<file path="src/rtl/alu_arbiter_pkg.sv">
// Shared types and constants for the two-requester ALU arbiter.
package alu_arbiter_pkg;

  typedef enum logic [1:0] {
    ST_IDLE = 2'd0,
    ST_EXEC = 2'd1,
    ST_RESP = 2'd2
  } state_e;

  localparam logic [3:0] OP_SHL  = 4'b0000;
  localparam logic [3:0] OP_SHR  = 4'b0001;
  localparam logic [3:0] OP_ROL  = 4'b0010;
  localparam logic [3:0] OP_ROR  = 4'b0011;
  localparam logic [3:0] OP_ADD  = 4'b1000;
  localparam logic [3:0] OP_ADC  = 4'b1001;
  localparam logic [3:0] OP_SUB  = 4'b1010;
  localparam logic [3:0] OP_SBC  = 4'b1011;
  localparam logic [3:0] OP_AND  = 4'b1100;
  localparam logic [3:0] OP_OR   = 4'b1101;
  localparam logic [3:0] OP_XOR  = 4'b1110;
  localparam logic [3:0] OP_ANDN = 4'b1111;

  // Arithmetic ops (ADD/ADC/SUB/SBC) are the only ones that own the carry flag.
  function automatic logic is_carry_op(input logic [3:0] op);
    return op[3:2] == 2'b10;
  endfunction

endpackage

</file>
<file path="src/rtl/alu_arbiter_picker.sv">
// Two-way round-robin picker: one-hot grant, ties go to the side not granted last.
module alu_rr_picker (
  input  logic [1:0] i_valid,
  input  logic       i_last,
  output logic [1:0] o_grant
);

  assign o_grant[0] = i_valid[0] & (~i_valid[1] | i_last);
  assign o_grant[1] = i_valid[1] & (~i_valid[0] | ~i_last);

endmodule

</file>
<file path="src/rtl/alu_arbiter.sv">
// Shares one external combinational ALU between two requesters (IDLE/EXEC/RESP).
module alu_arbiter
  import alu_arbiter_pkg::*;
(
  input  logic            clk,
  input  logic            rst,
  input  logic [1:0]      reqValid,
  output logic [1:0]      reqReady,
  input  logic [1:0][3:0] reqOp,
  input  logic [1:0][7:0] reqA,
  input  logic [1:0][7:0] reqB,
  input  logic [1:0][2:0] reqShift,
  output logic [1:0]      respValid,
  input  logic [1:0]      respReady,
  output logic [7:0]      respResult,
  output logic            respCarry,
  output logic            respZero,
  output logic [7:0]      aluA,
  output logic [7:0]      aluB,
  output logic [3:0]      aluOp,
  output logic            aluCarryIn,
  output logic [2:0]      aluShift,
  input  logic [7:0]      aluResult,
  input  logic            aluCarryOut,
  input  logic            aluZero
);

  state_e     r_state;
  logic [3:0] r_op;
  logic [7:0] r_a, r_b;
  logic [2:0] r_shift;
  logic       r_owner;
  logic       r_last;
  logic [1:0] r_carry;
  logic [7:0] r_result;
  logic       r_co, r_zero;

  logic [1:0] w_grant;
  logic       w_sel, w_idle, w_exec, w_resp;

  alu_rr_picker u_picker (
    .i_valid (reqValid),
    .i_last  (r_last),
    .o_grant (w_grant)
  );

  assign w_sel  = w_grant[1];
  assign w_idle = (r_state == ST_IDLE) & ~rst;
  assign w_exec = (r_state == ST_EXEC) & ~rst;
  assign w_resp = (r_state == ST_RESP) & ~rst;

  always_ff @(posedge clk) begin
    if (rst) begin
      r_state  <= ST_IDLE;
      r_op     <= '0;
      r_a      <= '0;
      r_b      <= '0;
      r_shift  <= '0;
      r_owner  <= 1'b0;
      r_last   <= 1'b1;
      r_carry  <= '0;
      r_result <= '0;
      r_co     <= 1'b0;
      r_zero   <= 1'b0;
    end else begin
      case (r_state)
        ST_IDLE: if (|w_grant) begin
          r_op    <= reqOp[w_sel];
          r_a     <= reqA[w_sel];
          r_b     <= reqB[w_sel];
          r_shift <= reqShift[w_sel];
          r_owner <= w_sel;
          r_last  <= w_sel;
          r_state <= ST_EXEC;
        end
        ST_EXEC: begin
          r_result <= aluResult;
          r_co     <= aluCarryOut;
          r_zero   <= aluZero;
          if (is_carry_op(r_op)) r_carry[r_owner] <= aluCarryOut;
          r_state  <= ST_RESP;
        end
        ST_RESP: if (respReady[r_owner]) r_state <= ST_IDLE;
        default: r_state <= ST_IDLE;
      endcase
    end
  end

  // Picker grant is already qualified by valid, so it doubles as ready.
  assign reqReady   = w_idle ? w_grant : 2'b00;
  assign respValid  = w_resp ? (r_owner ? 2'b10 : 2'b01) : 2'b00;
  assign respResult = rst ? 8'h00 : r_result;
  assign respCarry  = ~rst & r_co;
  assign respZero   = ~rst & r_zero;

  assign aluA       = w_exec ? r_a     : 8'h00;
  assign aluB       = w_exec ? r_b     : 8'h00;
  assign aluOp      = w_exec ? r_op    : 4'h0;
  assign aluShift   = w_exec ? r_shift : 3'h0;
  assign aluCarryIn = w_exec & r_carry[r_owner];

endmodule

</file>
<file path="config.mk">
export PLATFORM = sky130hd
export DESIGN_NAME = alu_arbiter
export DESIGN_NICKNAME = d
export VERILOG_FILES = /design/src/rtl/alu_arbiter_pkg.sv /design/src/rtl/alu_arbiter_picker.sv /design/src/rtl/alu_arbiter.sv
export SDC_FILE = /design/constraint.sdc
export NUM_CORES = 1
export LEC_CHECK = 0
export CAP_MARGIN = 0
export CORE_UTILIZATION = 26
export CTS_BUF_LIST = sky130_fd_sc_hd__clkbuf_8
export DETAILED_ROUTE_END_ITERATION = 8
export PLACE_DENSITY = 0.67
export RECOVER_POWER = 25
export SETUP_SLACK_MARGIN = 0.02
export SYNTH_ARGS = -nofsm -noshare
export SYNTH_HDL_FRONTEND = slang
export SYNTH_SLANG_ARGS = --single-unit
</file>
<file path="constraint.sdc">
create_clock -name clk -period 1.93 [get_ports clk]
set_input_delay 0.386 -clock clk [delete_from_list [all_inputs] [get_ports clk]]
set_output_delay 0.386 -clock clk [all_outputs]
set_load 0.02 [all_outputs]
</file>
# Yosys cells after proc, flatten, opt, wreduce, memory -nomap -nowiden
# Index checks and enable logic that the tools add are counted.
# Widths: inputs -> output; s select.
[word_totals]
regBits = 39
out_inout_bits = 38
[classes]
order_cmp = 3
eq_ne = 5
muxes = 26
bitwise_logic = 14
reduce_logical = 6
[op_table]
columns = ["op", "n"]
rows = [
  ["$mux 8", 7],
  ["$mux 4", 3],
  ["$mux 2", 5],
  ["$mux 3", 3],
  ["$and 1x1->1", 8],
  ["$pmux 2 s3", 1],
  ["$reduce_and 2->1", 3],
  ["$mux 1", 5],
  ["$eq 2x2->1 const B", 2],
  ["$lt 1x2->1 const B", 2],
  ["$ne 2x1->1 const B", 2],
  ["$not 1->1", 4],
  ["$bwmux 2", 1],
  ["$eq 2x1->1 const B", 1],
  ["$logic_not 2->1", 1],
  ["$or 1x1->1", 2],
  ["$reduce_or 2->1", 1],
  ["$demux 1 s1", 1],
  ["$ge 1x1->1 const B", 1],
  ["$logic_and 1x1->1", 1],
]

# Depth between registers and ports, before layout
# Gate-level depths: netlist of run 1.
[logic_depth]
word_depth = 6
ltp_mapped = 6
ltp_nobuf = 3

# Cells and area by module
# From an unflattened synthesis of run 1, not the netlist that was laid out.
[hier_totals]
cells_unflattened = 203
hier_area_um2 = 2001.9
[modules_own_cells]
columns = ["mod", "n_inst", "cells_each", "area_each_um2", "seq_area_each_um2"]
rows = [
  ["alu_arbiter", 1, 200, 1983.2, 780.7],
  ["alu_rr_picker", 1, 3, 18.8, 0.0],
]

# Least setup slack after synthesis of run 1
# Ideal clock, no wire load.
[synth_path]
kind = "register -> output"
startpoint = "register r_state[1]"
endpoint = "output port reqReady[0]"
t_arrival_ns = 1.535
required_ns = 1.544
path_slack_ns = 0.009
stages_incl_launch_ff = 5
path_buffers = 2
cell_sequence = "dfxtp_1 -> nor2_1 -> buf_2 -> buf_2 -> nor4bb_1"
[synth_between]
elab_chain_len = 3
[synth_lines]
columns = ["item", "line_no", "text"]
rows = [
  ["start, declared", "alu_arbiter.sv:28", "state_e r_state;"],
  ["start signal, assigned", "alu_arbiter.sv:54", "r_state <= ST_IDLE;"],
  ["start signal, assigned", "alu_arbiter.sv:74", "r_state <= ST_EXEC;"],
  ["start signal, assigned", "alu_arbiter.sv:81", "r_state <= ST_RESP;"],
  ["$logic_not 2->1", "alu_arbiter.sv:48", "assign w_idle = (r_state == ST_IDLE) & ~rst;"],
  ["$and 1x1->1", "alu_arbiter.sv:48", ""],
  ["$mux 2", "alu_arbiter.sv:90", "assign reqReady = w_idle ? w_grant : 2'b00;"],
  ["end, declared", "alu_arbiter.sv:8", "output logic [1:0] reqReady,"],
]
# Every way passes these cells.

# Final worst setup path of run 1
[layout_path]
startpoint = "input port reqValid[1]"
endpoint = "output port reqReady[1]"
[layout_between]
elab_chain_len = 2
[layout_lines]
columns = ["item", "line_no", "text"]
rows = [
  ["start, declared", "alu_arbiter.sv:7", "input logic [1:0] reqValid,"],
  ["$and 1x1->1", "alu_arbiter_picker.sv:9", "assign o_grant[1] = i_valid[1] & (~i_valid[0] | ~i_last);"],
  ["$mux 2", "alu_arbiter.sv:90", ""],
]
# Every way passes these cells.

==> results of run 1 <==
-- flip-flops by register name, indices dropped and copies added (netlist names) --
signal	count
r_co	1
r_zero	1
r_state	2
r_a	8
r_result	8
r_shift	3
r_carry	2
r_b	8
r_owner	1
r_last	1
r_op	4
-- layout by cell type (no fill, tap or decap) --
| cell type | synthesis | layout |
|---|---|---|
| sky130_fd_sc_hd__nor2b_1 | 12 | 12 |
| sky130_fd_sc_hd__a21boi_2 | 0 | 1 |
| sky130_fd_sc_hd__buf_4 | 0 | 9 |
| sky130_fd_sc_hd__a221o_1 | 1 | 1 |
| sky130_fd_sc_hd__nor2_1 | 4 | 3 |
| sky130_fd_sc_hd__or3b_2 | 1 | 1 |
| sky130_fd_sc_hd__clkdlybuf4s50_1 | 0 | 60 |
| sky130_fd_sc_hd__nand2_1 | 48 | 48 |
| sky130_fd_sc_hd__inv_1 | 2 | 4 |
| sky130_fd_sc_hd__clkbuf_1 | 8 | 1 |
| sky130_fd_sc_hd__clkbuf_8 | 0 | 5 |
| sky130_fd_sc_hd__mux2i_1 | 3 | 3 |
| sky130_fd_sc_hd__dlygate4sd2_1 | 0 | 10 |
| sky130_fd_sc_hd__nand2b_4 | 0 | 1 |
| sky130_fd_sc_hd__nor4_1 | 1 | 1 |
| sky130_fd_sc_hd__nor3_1 | 2 | 2 |
| sky130_fd_sc_hd__a311oi_2 | 19 | 19 |
| sky130_fd_sc_hd__or2_1 | 1 | 1 |
| sky130_fd_sc_hd__a211o_1 | 1 | 1 |
| sky130_fd_sc_hd__dfxtp_1 | 39 | 39 |
| sky130_fd_sc_hd__o22a_1 | 10 | 10 |
| sky130_fd_sc_hd__and2_1 | 23 | 23 |
| sky130_fd_sc_hd__nor4bb_2 | 0 | 1 |
| sky130_fd_sc_hd__clkbuf_2 | 0 | 4 |
| sky130_fd_sc_hd__clkinv_2 | 0 | 1 |
| sky130_fd_sc_hd__a21bo_1 | 1 | 1 |
| sky130_fd_sc_hd__a311oi_1 | 4 | 4 |
| sky130_fd_sc_hd__nor2_4 | 0 | 1 |
| sky130_fd_sc_hd__a21o_1 | 1 | 1 |
| sky130_fd_sc_hd__clkdlybuf4s15_2 | 0 | 16 |
| sky130_fd_sc_hd__buf_12 | 0 | 2 |
| sky130_fd_sc_hd__nor4b_1 | 2 | 2 |
| sky130_fd_sc_hd__nand2b_1 | 4 | 3 |
| sky130_fd_sc_hd__a21oi_1 | 24 | 24 |
| sky130_fd_sc_hd__clkbuf_4 | 0 | 1 |
| sky130_fd_sc_hd__buf_2 | 9 | 11 |
| sky130_fd_sc_hd__buf_6 | 4 | 1 |
| sky130_fd_sc_hd__and2_4 | 1 | 1 |
-- layout make-up --
cell class | count | area, sq um
clock buffer | 5 | 68.8
clock inverter | 3 | 12.5
fill | 748 | 4170
inverter | 2 | 7.51
multi-input combinational | 165 | 1130
sequential | 39 | 781
tap | 99 | 124
timing repair buffer | 115 | 1070
-- worst paths after layout --
kind | endpoint | from | cells after the start
worst max-delay path | reqReady[1] | reqValid[1] | 4
worst min-delay path | r_carry[0] | r_carry[0] | 2
worst max register to register | r_b[4] | r_state[0] | 5
worst min register to register | r_carry[0] | r_carry[0] | 2
-- worst reg2reg max path, delay by kind of cell, from the launching register on --
family                 cells  cell delay [ns]
and+or+nand+nor            2             0.58
buffers and inverters      2             0.46
DFF                        1             0.35
AOI/OAI and AO/OA          1             0.17
-- report_power, final --
part	total [uW]	switching, uW	internal, uW
sequential	946	44.1	902
clock	519	276	243
combinational	632	310	322
-- what timing repair did --
action                                  in CTS  in global routing
gates resized for setup                     99                 10
endpoints found under the setup margin      37                 24
buffers inserted                             0                  0
-- metal layers --
metal / up-vias / track usage (%)
met4: 0 / 3.90
met5: - / 0
met2: 73 / 24.7
li1: 1005 / -
met1: 905 / 18.0
met3: 5 / 4.99
-- kinds of logic (layout without fill, tap and decap cells) --
| logic type | Yosys count | in the layout | synth area share, % |
|---|---|---|---|
| flip-flops | 39 | 39 | 38.7 |
| AND/OR/NAND/NOR | 100 | 100 | 25.1 |
| AO/OA/AOI/OAI | 62 | 62 | 28.3 |
| buffers and inverters | 23 | 125 | 6.33 |
| multiplexers | 3 | 3 | 1.49 |
-- metrics by stage --
step | hold slack, ns | instances | total power [uW] | setup slack [ns]
2_1_floorplan | 0.448 | 227 | 1340 | 0.0897
3_3_place_gp | 0.460 | 420 | 1610 | -0.354
3_5_place_dp | 0.477 | 420 | 1620 | -0.408
4_1_cts | 0.488 | 428 | 2140 | 0.0230
5_1_grt | 0.516 | 428 | 2230 | 0.0160
6_report | 0.485 | 428 | 2100 | 0.0450
==> impl_summary.md, run 1 <==
Status
The run finished with clean final reports.

GRT
The wire length of the first global-routing pass is 9.66 mm. The number of antenna violations at the first check in global routing came to 0. For this run the aggregate overflow at the end of global routing stands at 0. Global routing used 14.8% of the available tracks. Entering global routing, the biggest net connects 29 pins.

The number of global-route vias before repair came to 2027.

Clocking
The maximum clock insertion buffer count is 2. After clock tree synthesis, the flow added hold-fix buffers numbering 0. The maximum level of the CTS H-tree is 2. The TritonCTS buffer count is 5.

The CTS sink count is 39. TritonCTS built the clock tree. CTS placed an instance of sky130_fd_sc_hd__clkbuf_8 at the clock tree root.

The clock latency reported for the late side of the worst-skew pair is 0.28 ns. The clock-pin slew on the worst setup and hold paths is 0.07 ns.

Detailed routing
The first-pass iteration count of the detailed router is 4. The wire length per cell is 13.8 um. The via count is 1988.

The routed design uses 2.81 mm of met2 wire. The detailed router put a total of 2.64 mm of wire on met1. Signal routing reaches up to met4. The number of violations reported at the end of detailed-routing iteration 0 is 41. The remaining design rule violation count is 0.

Once detail routing completed, the nets flagged for antenna violations numbered 0. Summed over all nets, wire length on met3 after detailed routing comes to 425 um. The final layout contains routed wiring with a total length of 5.92 mm. In the routed layout, each cell is associated on average with a via count of 4.64.

Synthesis
The synthesized design spends more area on one cell type than any other, namely sky130_fd_sc_hd__dfxtp_1. The total number of yosys warnings is 0. When the netlist entered floorplanning its net count stood at 289. By count the netlist is led by 48 x sky130_fd_sc_hd__nand2_1, 39 x sky130_fd_sc_hd__dfxtp_1, 24 x sky130_fd_sc_hd__a21oi_1.

Synthesis produced 227 cells. The share of synthesized area in the top cell type comes to 38.7%. The most frequently used cell type in the post-synthesis netlist is sky130_fd_sc_hd__nand2_1.

The synthesized design contains 39 register bits. The synthesized area is 2020 sq um. The mean instance size in the synthesized netlist is 8.89 sq um. After synthesis, the share of flip-flops with an asynchronous set or reset is 0%. By area the synthesized netlist is led by sky130_fd_sc_hd__dfxtp_1 39%, sky130_fd_sc_hd__a311oi_2 14%, sky130_fd_sc_hd__nand2_1 8.9%. The count of distinct cell types in the synthesized netlist is 27.

The share of synthesized area occupied by flip-flops and latches is 38.7%. The count of flip-flops with a built-in enable after synthesis is 0. The dominant synthesized flop cell is sky130_fd_sc_hd__dfxtp_1.

Timing
Clock skew on the completed layout was measured at 0.00494 ns. The final hold violation count is 0. Dividing the final minimum period by the clock period gives 97.7%. The number of pins with negative max-slew slack in the final report is 0. The maximum frequency from static timing analysis is 531 MHz. Setup repair after global routing could not meet its margin everywhere. Measured against its own limit, the worst slew margin works out to 69.3%. The number of failing setup endpoints in the final timing report is 0. For the pin with the worst max-slew slack, the measured transition is 0.461 ns.

The final critical delay including setup and external delays is 1.88 ns. Summed over all failing endpoints, the final setup total negative slack is 0 ns.

Die
The area enclosed by the die boundary is 8110 sq um. The number of top-level design ports is 100. The core area is 7370 sq um. Once the floorplan was initialized, standard cells occupied 27.4% of the core. The height of the chip is 90.1 um. The floorplan has 31 rows. The floorplan step set the die width to 90.1 um.

Critical path
The critical path required time is 1.54 ns. The type of origin of the critical path is an input pin. Together, buffers and inverters on the worst path number 2. The data arrival time of the worst path is 1.50 ns. The internal reg-to-reg setup slack is 0.22 ns. The signal on the critical path passes through clkdlybuf4s50_1, a21bo_1, nor4_1, buf_2. STA classifies the critical path endpoint as an output pin.

For this design, the slowest cell found on the critical path is sky130_fd_sc_hd__clkdlybuf4s50_1. The gate family responsible for the most delay along the worst path is buffers and inverters. Along the worst path, the maximum fanout reaches 3. The maximum cell stage delay along the critical path is 0.50 ns. The path type of the worst setup path is input pin to output pin.

Power
The reported leakage power is 0.00128 uW. The cell area power density is 655 nW/um^2. The maximum vdd ir drop is 0.000246 V.

Run
The max-capacitance violation count is 0.

Placed design
The placed instances occupy a cell area of 3170 sq um. The number of input and output port buffers inserted is 99. Routability-driven placement finished with a final weighted congestion of 0.683.

The HPWL after detailed placement is 4.16 mm.

Final layout
With fillers left out, the area of the finished cells amounts to 3200 sq um. The net count reported at finish is 390. Cells fill 43.4% of the core in the end. The count of antenna diodes in the layout is 0. Cells with a size suffix above 1 make up 22.8% of the layout. Relative to the synthesized area, the layout overhead comes to 58.7%.

Hold path
The tightest min-delay check is of the flop to flop type.
Power figures use the tool's default switching activity.
==> run 2, diff against run 1 <==
CORE_ASPECT_RATIO = 0.75   (was unset)
CORE_MARGIN = 2   (was unset)
==> impl_summary.md, run 2 (same netlist as run 1, synthesis figures left out) <==
Timing
The final hold violation count is 0 (unchanged). The maximum frequency from static timing analysis is 541 MHz (was 531 MHz). The number of pins with negative max-slew slack in the final report is 0 (unchanged). The final critical delay including setup and external delays came to 1.85 ns (was 1.88 ns).

Setup repair after global routing missed its margin: true (unchanged). The largest clock skew in the final design was 0.00559 ns (was 0.00494 ns). The worst slew slack as a fraction of its limit came to 69.3% (about the same).

The slew at the pin with the worst max-slew slack was 0.460 ns (was 0.461 ns). The final critical-path setup slack is 0.0810 ns (was 0.0450 ns). The number of failing setup endpoints in the final timing report is 0 (unchanged). The ratio of final minimum period to clock period is 95.8% (was 97.7%).

Power
The fraction of power spent switching nets was 29.0% (was 30.0%). The cell internal power dissipation is 1550 uW (was 1470 uW). The maximum vdd ir drop came to 0.000231 V (was 0.000246 V).

The sequential fraction of design power came to 43.4% (was 45.1%). The total power after layout is 2180 uW (was 2100 uW). The net switching power is 631 uW (was 630 uW).

The proportion of power drawn by the clock network was 27.2% (was 24.8%). The relative contribution of combinational cells to total power is 29.4% (was 30.1%). The cell area power density was 677 nW/um^2 (was 655 nW/um^2). The reported leakage power is 0.00131 uW (was 0.00128 uW).

Detailed routing
The first-pass iteration count of the detailed router came to 4 (unchanged). The number of nets with antenna violations after detailed routing is 0 (unchanged). The via density per instance is 4.63 (was 4.64). The total wire length is 5.99 mm (was 5.92 mm). The number of violations reported at the end of detailed-routing iteration 0 is 71 (was 41). The via count is 1998 (was 1988).

The wire length per cell is 13.9 um (was 13.8 um). The remaining design rule violation count is 0 (unchanged).

Critical path
The path type of the worst setup path is input pin to output pin (unchanged). The critical path launch point is reqValid[1] (unchanged). The capture instance of the worst register-to-register path is r_a[3] (was r_b[4]). The length in cells of the worst reg-to-reg path came to 5 (unchanged).

The maximum fanout encountered on the critical timing path is 4 (was 3). The worst flop-to-flop path startpoint was r_state[0] (unchanged). The internal reg-to-reg setup slack is 0.24 ns (was 0.22 ns). The critical path required time is 1.54 ns (about the same). The data arrival time of the worst path is 1.46 ns (was 1.50 ns). The endpoint class of the critical path is an output pin (unchanged).

The type of origin of the critical path is an input pin (unchanged).

Final layout
The count of antenna diodes in the layout was 0 (unchanged). The share of cells above drive strength 1 is 23.6% (was 22.8%). The synthesis-to-layout area growth is 59.7% (was 58.7%). Leading cell types in the layout, fill and taps excluded: 60 x sky130_fd_sc_hd__clkdlybuf4s50_1, 48 x sky130_fd_sc_hd__nand2_1, 39 x sky130_fd_sc_hd__dfxtp_1, 24 x sky130_fd_sc_hd__a21oi_1, 23 x sky130_fd_sc_hd__and2_1 (unchanged). The most common library cell in the layout ignoring fill and taps is sky130_fd_sc_hd__clkdlybuf4s50_1 (unchanged).

Largest registers: r_a: 8 flops, r_b: 8 flops, r_result: 8 flops (unchanged). The number of fill cells in the layout is 780 (was 748). The net count reported at finish was 392 (was 390).

Die
The site row count came to 27 (was 31). The number of top-level design ports is 100 (unchanged). The chip width came to 106 um (was 90.1 um). The initial cell density of the core is 27.1% (was 27.4%).

The area enclosed by the die boundary came to 8490 sq um (was 8110 sq um). The core area is 7430 sq um (was 7370 sq um). The height of the chip is 80.3 um (was 90.1 um).

Status
Status: finished, final reports clean (unchanged).

Placed design
The number of input and output port buffers inserted is 99 (unchanged). The final RePlAce weighted congestion was 0.728 (was 0.683). The HPWL after detailed placement is 4.42 mm (was 4.16 mm). The worst setup timing slack at the placement stage is -0.446 ns (was -0.408 ns).

Clocking
The root buffer cell is sky130_fd_sc_hd__clkbuf_8 (unchanged). The clock-pin slew on the worst setup and hold paths is 0.07 ns (about the same). The CTS sink count came to 39 (unchanged).

The clock latency reported for the late side of the worst-skew pair is 0.28 ns (about the same). The TritonCTS clock tree is built (unchanged). The maximum level of the CTS H-tree came to 2 (unchanged). The maximum clock insertion buffer count was 2 (unchanged). The TritonCTS buffer count came to 5 (unchanged). The number of hold buffers added after CTS is 0 (unchanged).

GRT
The number of global-route vias before repair is 1959 (was 2027). The number of antenna violations at the first check in global routing was 0 (unchanged). The wire length of the first global-routing pass is 9.67 mm (was 9.66 mm).

The largest net degree at the start of global routing is 29 (unchanged). The total global-route track usage is 14.2% (was 14.8%). The aggregate global routing overflow is 0 (unchanged).

Hold path
The instance count along the most critical hold path is 2 (unchanged). The type of the worst min-delay path was flop to flop (unchanged). The terminating pin of the worst hold path is r_carry[1] (was r_carry[0]). The launch instance of the worst min-delay path is r_carry[1] (was r_carry[0]).

Run
The max-capacitance violation count came to 0 (unchanged).
run 2: cell count changes in the layout (fill, tap and decap cells not counted), sizes merged:
cell	change
buf	+9
clkdlybuf4s15	-5
clkinv	-1
inv	-1
run 2: how the worst max path moves through the flow:
| stage | to | slack (ns) | cells after the start |
|---|---|---|---|
| 6_report | reqReady[0] | 0.08 | 4 |
| 5_1_grt | aluA[5] | 0.005 | 5 |
| 4_1_cts | aluA[5] | 0.02 | 5 |
| 3_5_place_dp | reqReady[1] | -0.45 | 4 |
| 3_3_place_gp | reqReady[1] | -0.36 | 4 |
| 2_1_floorplan | reqReady[1] | 0.09 | 3 |
run 2: metrics by stage:
| stage | cells | cell area, sq um | hold slack (ns) | setup TNS [ns] | utilization [%] |
|---|---|---|---|---|---|
| after floorplan | 227 | 2020 | 0.448 | 0 | - |
| after global placement | 424 | 3200 | 0.462 | -3.43 | 43.0 |
| after detailed placement | 424 | 3200 | 0.472 | -3.76 | 43.0 |
| after CTS | 432 | 3290 | 0.483 | 0 | 44.3 |
| after global routing | 432 | 3220 | 0.508 | 0 | 43.4 |
| final | 432 | 3220 | 0.478 | 0 | 43.4 |
run 2: final cells by class:
type	instances	area [sq um]	area share, %
multi-input cells	165	1140	35.4
repair buffers	117	1070	33.1
flip-flops and latches	39	781	24.2
clock inverters	1	3.75	0.117
inverters	2	7.51	0.233
clock buffers	7	96.3	2.99
well taps	101	126	3.92
run 2: routing by layer:
metal / vias to the layer above / global-route usage [%] / part of all wire (%)
met5: - / 0 / 0
met4: 0 / 3.82 / 0.57
met3: 2 / 2.76 / 5.0
met2: 59 / 24.5 / 46
met1: 931 / 18.3 / 48
li1: 1006 / - / -
run 2: power by group through the flow:
stage	clock (uW)	combinational, uW	sequential (uW)
6_report	593	641	946
5_1_grt	650	699	959
4_1_cts	627	656	946
3_5_place_dp	0	670	964
3_3_place_gp	0	659	959
2_1_floorplan	0	393	950
run 2: worst max-delay path: stages:
cell and delay (ns):
sky130_fd_sc_hd__clkdlybuf4s50_1 0.45, sky130_fd_sc_hd__nor2b_1 0.17, sky130_fd_sc_hd__nor4bb_2 0.25, sky130_fd_sc_hd__buf_2 0.20
run 2: what timing repair did:
action                     4_1_cts  5_1_grt
setup buffers                    0        0
resized for setup              104       13
hold endpoints to repair         0        0
cloned                           0        0
setup endpoints to repair       38       23
==> run 3, diff against run 2 <==
CORE_MARGIN = 8   (was 2)
SLEW_MARGIN = 20   (was unset)
==> impl_summary.md, run 3 (same netlist as run 1, synthesis figures left out) <==
Critical path
The type of origin of the critical path is a flop (was input pin). The internal reg-to-reg setup slack came to 0.17 ns (was 0.24 ns). The length in cells of the worst reg-to-reg path is 5 (unchanged).

The critical path required time came to 1.54 ns (about the same). The endpoint class of the critical path is an output pin (unchanged). The cell with the largest stage delay on the worst path is sky130_fd_sc_hd__or3b_2 (was sky130_fd_sc_hd__clkdlybuf4s50_1).

The path type of the worst setup path is flop to output pin (was input pin to output pin). The maximum cell stage delay along the critical path was 0.48 ns (was 0.45 ns). The data arrival time of the worst path came to 1.44 ns (was 1.46 ns).

The worst flop-to-flop path startpoint is r_state[1] (was r_state[0]). The worst path buffer plus inverter count is 1 (was 2). Crit path cell chain: or3b_2, nor2_1, buf_2 (was clkdlybuf4s50_1, nor2b_1, nor4bb_2, buf_2). The capture instance of the worst register-to-register path is r_a[4] (was r_a[3]). The gate family responsible for the most delay along the worst path is simple AND/OR/NAND/NOR gates (was buffers and inverters). The maximum fanout encountered on the critical timing path is 3 (was 4).

GRT
The number of global-route vias before repair is 2232 (was 1959). The largest net degree at the start of global routing came to 29 (unchanged). The aggregate global routing overflow was 0 (unchanged).

The total global-route track usage is 12.9% (was 14.2%). The number of antenna violations at the first check in global routing is 0 (unchanged). The wire length of the first global-routing pass is 11.6 mm (was 9.67 mm).

Clocking
The clock-pin slew on the worst setup and hold paths is 0.08 ns (was 0.07 ns). The maximum clock insertion buffer count came to 2 (unchanged). The CTS sink count was 39 (unchanged). The root buffer cell is sky130_fd_sc_hd__clkbuf_8 (unchanged). The maximum level of the CTS H-tree is 2 (unchanged). The buffers inserted during post-CTS setup optimization is 0 (unchanged).

The TritonCTS clock tree is built (unchanged). The clock latency reported for the late side of the worst-skew pair is 0.29 ns (was 0.28 ns). The TritonCTS buffer count was 5 (unchanged). The number of hold buffers added after CTS came to 0 (unchanged).

Timing
The number of pins with negative max-slew slack in the final report is 0 (unchanged). The maximum frequency from static timing analysis is 547 MHz (was 541 MHz). The slew at the pin with the worst max-slew slack came to 0.455 ns (was 0.460 ns). The final critical delay including setup and external delays is 1.83 ns (was 1.85 ns). The number of failing setup endpoints in the final timing report was 0 (unchanged). The worst slew slack as a fraction of its limit came to 69.7% (was 69.3%). The largest clock skew in the final design is 0.00757 ns (was 0.00559 ns). The final hold violation count came to 0 (unchanged). The ratio of final minimum period to clock period is 94.8% (was 95.8%). The worst hold slack across all endpoints was 0.474 ns (was 0.478 ns). Setup repair after global routing missed its margin: false (was true).

Final layout
The final non-filler cell total is 430 (was 432). The number of fill cells in the layout is 786 (was 780). The net count reported at finish is 391 (was 392). The post-route cell area is 3100 sq um (was 3220 sq um). The most common library cell in the layout ignoring fill and taps was sky130_fd_sc_hd__clkdlybuf4s50_1 (unchanged).

The share of cells above drive strength 1 came to 21.9% (was 23.6%). The count of antenna diodes in the layout came to 0 (unchanged). Leading cell types in the layout, fill and taps excluded: 59 x sky130_fd_sc_hd__clkdlybuf4s50_1, 48 x sky130_fd_sc_hd__nand2_1, 39 x sky130_fd_sc_hd__dfxtp_1, 27 x sky130_fd_sc_hd__buf_2, 24 x sky130_fd_sc_hd__a21oi_1 (was 60 x sky130_fd_sc_hd__clkdlybuf4s50_1, 48 x sky130_fd_sc_hd__nand2_1, 39 x sky130_fd_sc_hd__dfxtp_1, 24 x sky130_fd_sc_hd__a21oi_1, 23 x sky130_fd_sc_hd__and2_1). The synthesis-to-layout area growth is 53.7% (was 59.7%). Largest registers: r_a: 8 flops, r_b: 8 flops, r_result: 8 flops (unchanged).

Die
The height of the chip is 92.3 um (was 80.3 um). The area enclosed by the die boundary was 10900 sq um (was 8490 sq um). The site row count was 27 (unchanged). The core area is 7430 sq um (unchanged). The initial cell density of the core came to 27.1% (unchanged). The chip width is 118 um (was 106 um). The number of top-level design ports was 100 (unchanged).

Power
The proportion of power drawn by the clock network was 26.2% (was 27.2%). The sequential fraction of design power is 44.3% (was 43.4%). The fraction of power spent switching nets is 30.0% (was 29.0%). The cell internal power dissipation is 1490 uW (was 1550 uW). The reported leakage power is 0.00131 uW (about the same). The relative contribution of combinational cells to total power came to 29.6% (was 29.4%). The total power after layout is 2130 uW (was 2180 uW). The net switching power came to 641 uW (was 631 uW).

The cell area power density came to 689 nW/um^2 (was 677 nW/um^2). The maximum vdd ir drop is 0.000271 V (was 0.000231 V).

Placed design
The final RePlAce weighted congestion is 0.774 (was 0.728). The cell area reported after detailed placement is 3180 sq um (was 3200 sq um). The HPWL after detailed placement is 5.17 mm (was 4.42 mm).

The number of input and output port buffers inserted is 99 (unchanged). The number of cells in the design after placement is 423 (was 424).

Status
Status: finished, final reports clean (unchanged).

Detailed routing
The total wire length was 6.99 mm (was 5.99 mm). The number of nets with antenna violations after detailed routing was 0 (unchanged). The via count came to 2006 (was 1998). The number of violations reported at the end of detailed-routing iteration 0 is 99 (was 71). The remaining design rule violation count came to 0 (unchanged). The first-pass iteration count of the detailed router came to 4 (unchanged).

The wire length per cell came to 16.3 um (was 13.9 um). The via density per instance came to 4.67 (was 4.63).

Hold path
The type of the worst min-delay path is flop to flop (unchanged). The instance count along the most critical hold path was 2 (unchanged). The launch instance of the worst min-delay path is r_carry[0] (was r_carry[1]). The terminating pin of the worst hold path is r_carry[0] (was r_carry[1]).

Run
The max-capacitance violation count is 0 (unchanged).
## run 3: through the flow
step / setup TNS (ns) / util, % / setup slack, ns
after global placement: -2.58 / 42.7 / -0.372
after CTS: 0 / 43.7 / 0.00202
after floorplan: 0 / - / 0.0897
final: 0 / 41.7 / 0.101
after detailed placement: -2.91 / 42.7 / -0.393
after global routing: 0 / 41.7 / 0.0160
## run 3: repair_timing
item,4_1_cts,5_1_grt
hold endpoints to repair,0,0
endpoints found under the setup margin,38,23
resized for setup,104,24
## run 3: cell type report
| cell class | count | area [sq um] | area share (%) |
|---|---|---|---|
| Sequential cell | 39 | 781 | 25.2 |
| Clock buffer | 6 | 82.6 | 2.66 |
| Multi-Input combinational cell | 165 | 1120 | 36.1 |
| Inverter | 2 | 7.51 | 0.242 |
| Timing Repair Buffer | 116 | 977 | 31.5 |
| Clock inverter | 1 | 5.00 | 0.161 |
| Tap cell | 101 | 126 | 4.08 |
## run 3: how the worst max path moves through the flow
stage / start / end / slack (ns) / depth (start not counted)
4_1_cts: r_state[1] / aluCarryIn / 0.002 / 4
3_3_place_gp: reqValid[1] / reqReady[1] / -0.37 / 4
3_5_place_dp: reqValid[1] / reqReady[1] / -0.39 / 4
5_1_grt: r_state[1] / respValid[1] / 0.02 / 3
2_1_floorplan: reqValid[1] / reqReady[1] / 0.09 / 3
6_report: r_state[1] / respValid[1] / 0.10 / 3
## run 3: power groups by stage
stage | sequential [uW] | clock (uW) | combinational [uW]
floorplan | 950 | 0 | 393
global placement | 960 | 0 | 657
detailed placement | 964 | 0 | 670
CTS | 945 | 587 | 656
global route | 957 | 623 | 690
finish | 945 | 559 | 631
## run 3: worst register-to-register path, delay by kind of cell (launching register included)
| family | cells | cell delay, ns |
|---|---|---|
| AND/OR/NAND/NOR | 2 | 0.63 |
| buffers and inverters | 2 | 0.47 |
| flip-flops | 1 | 0.33 |
| AO/OA/AOI/OAI | 1 | 0.20 |
## run 3: per-layer routing
layer  track usage, %  part of all wire [%]
met4             4.25                  0.93
met5                0                     0
met1             15.2                    46
met2             22.4                    48
met3             3.61                   4.7
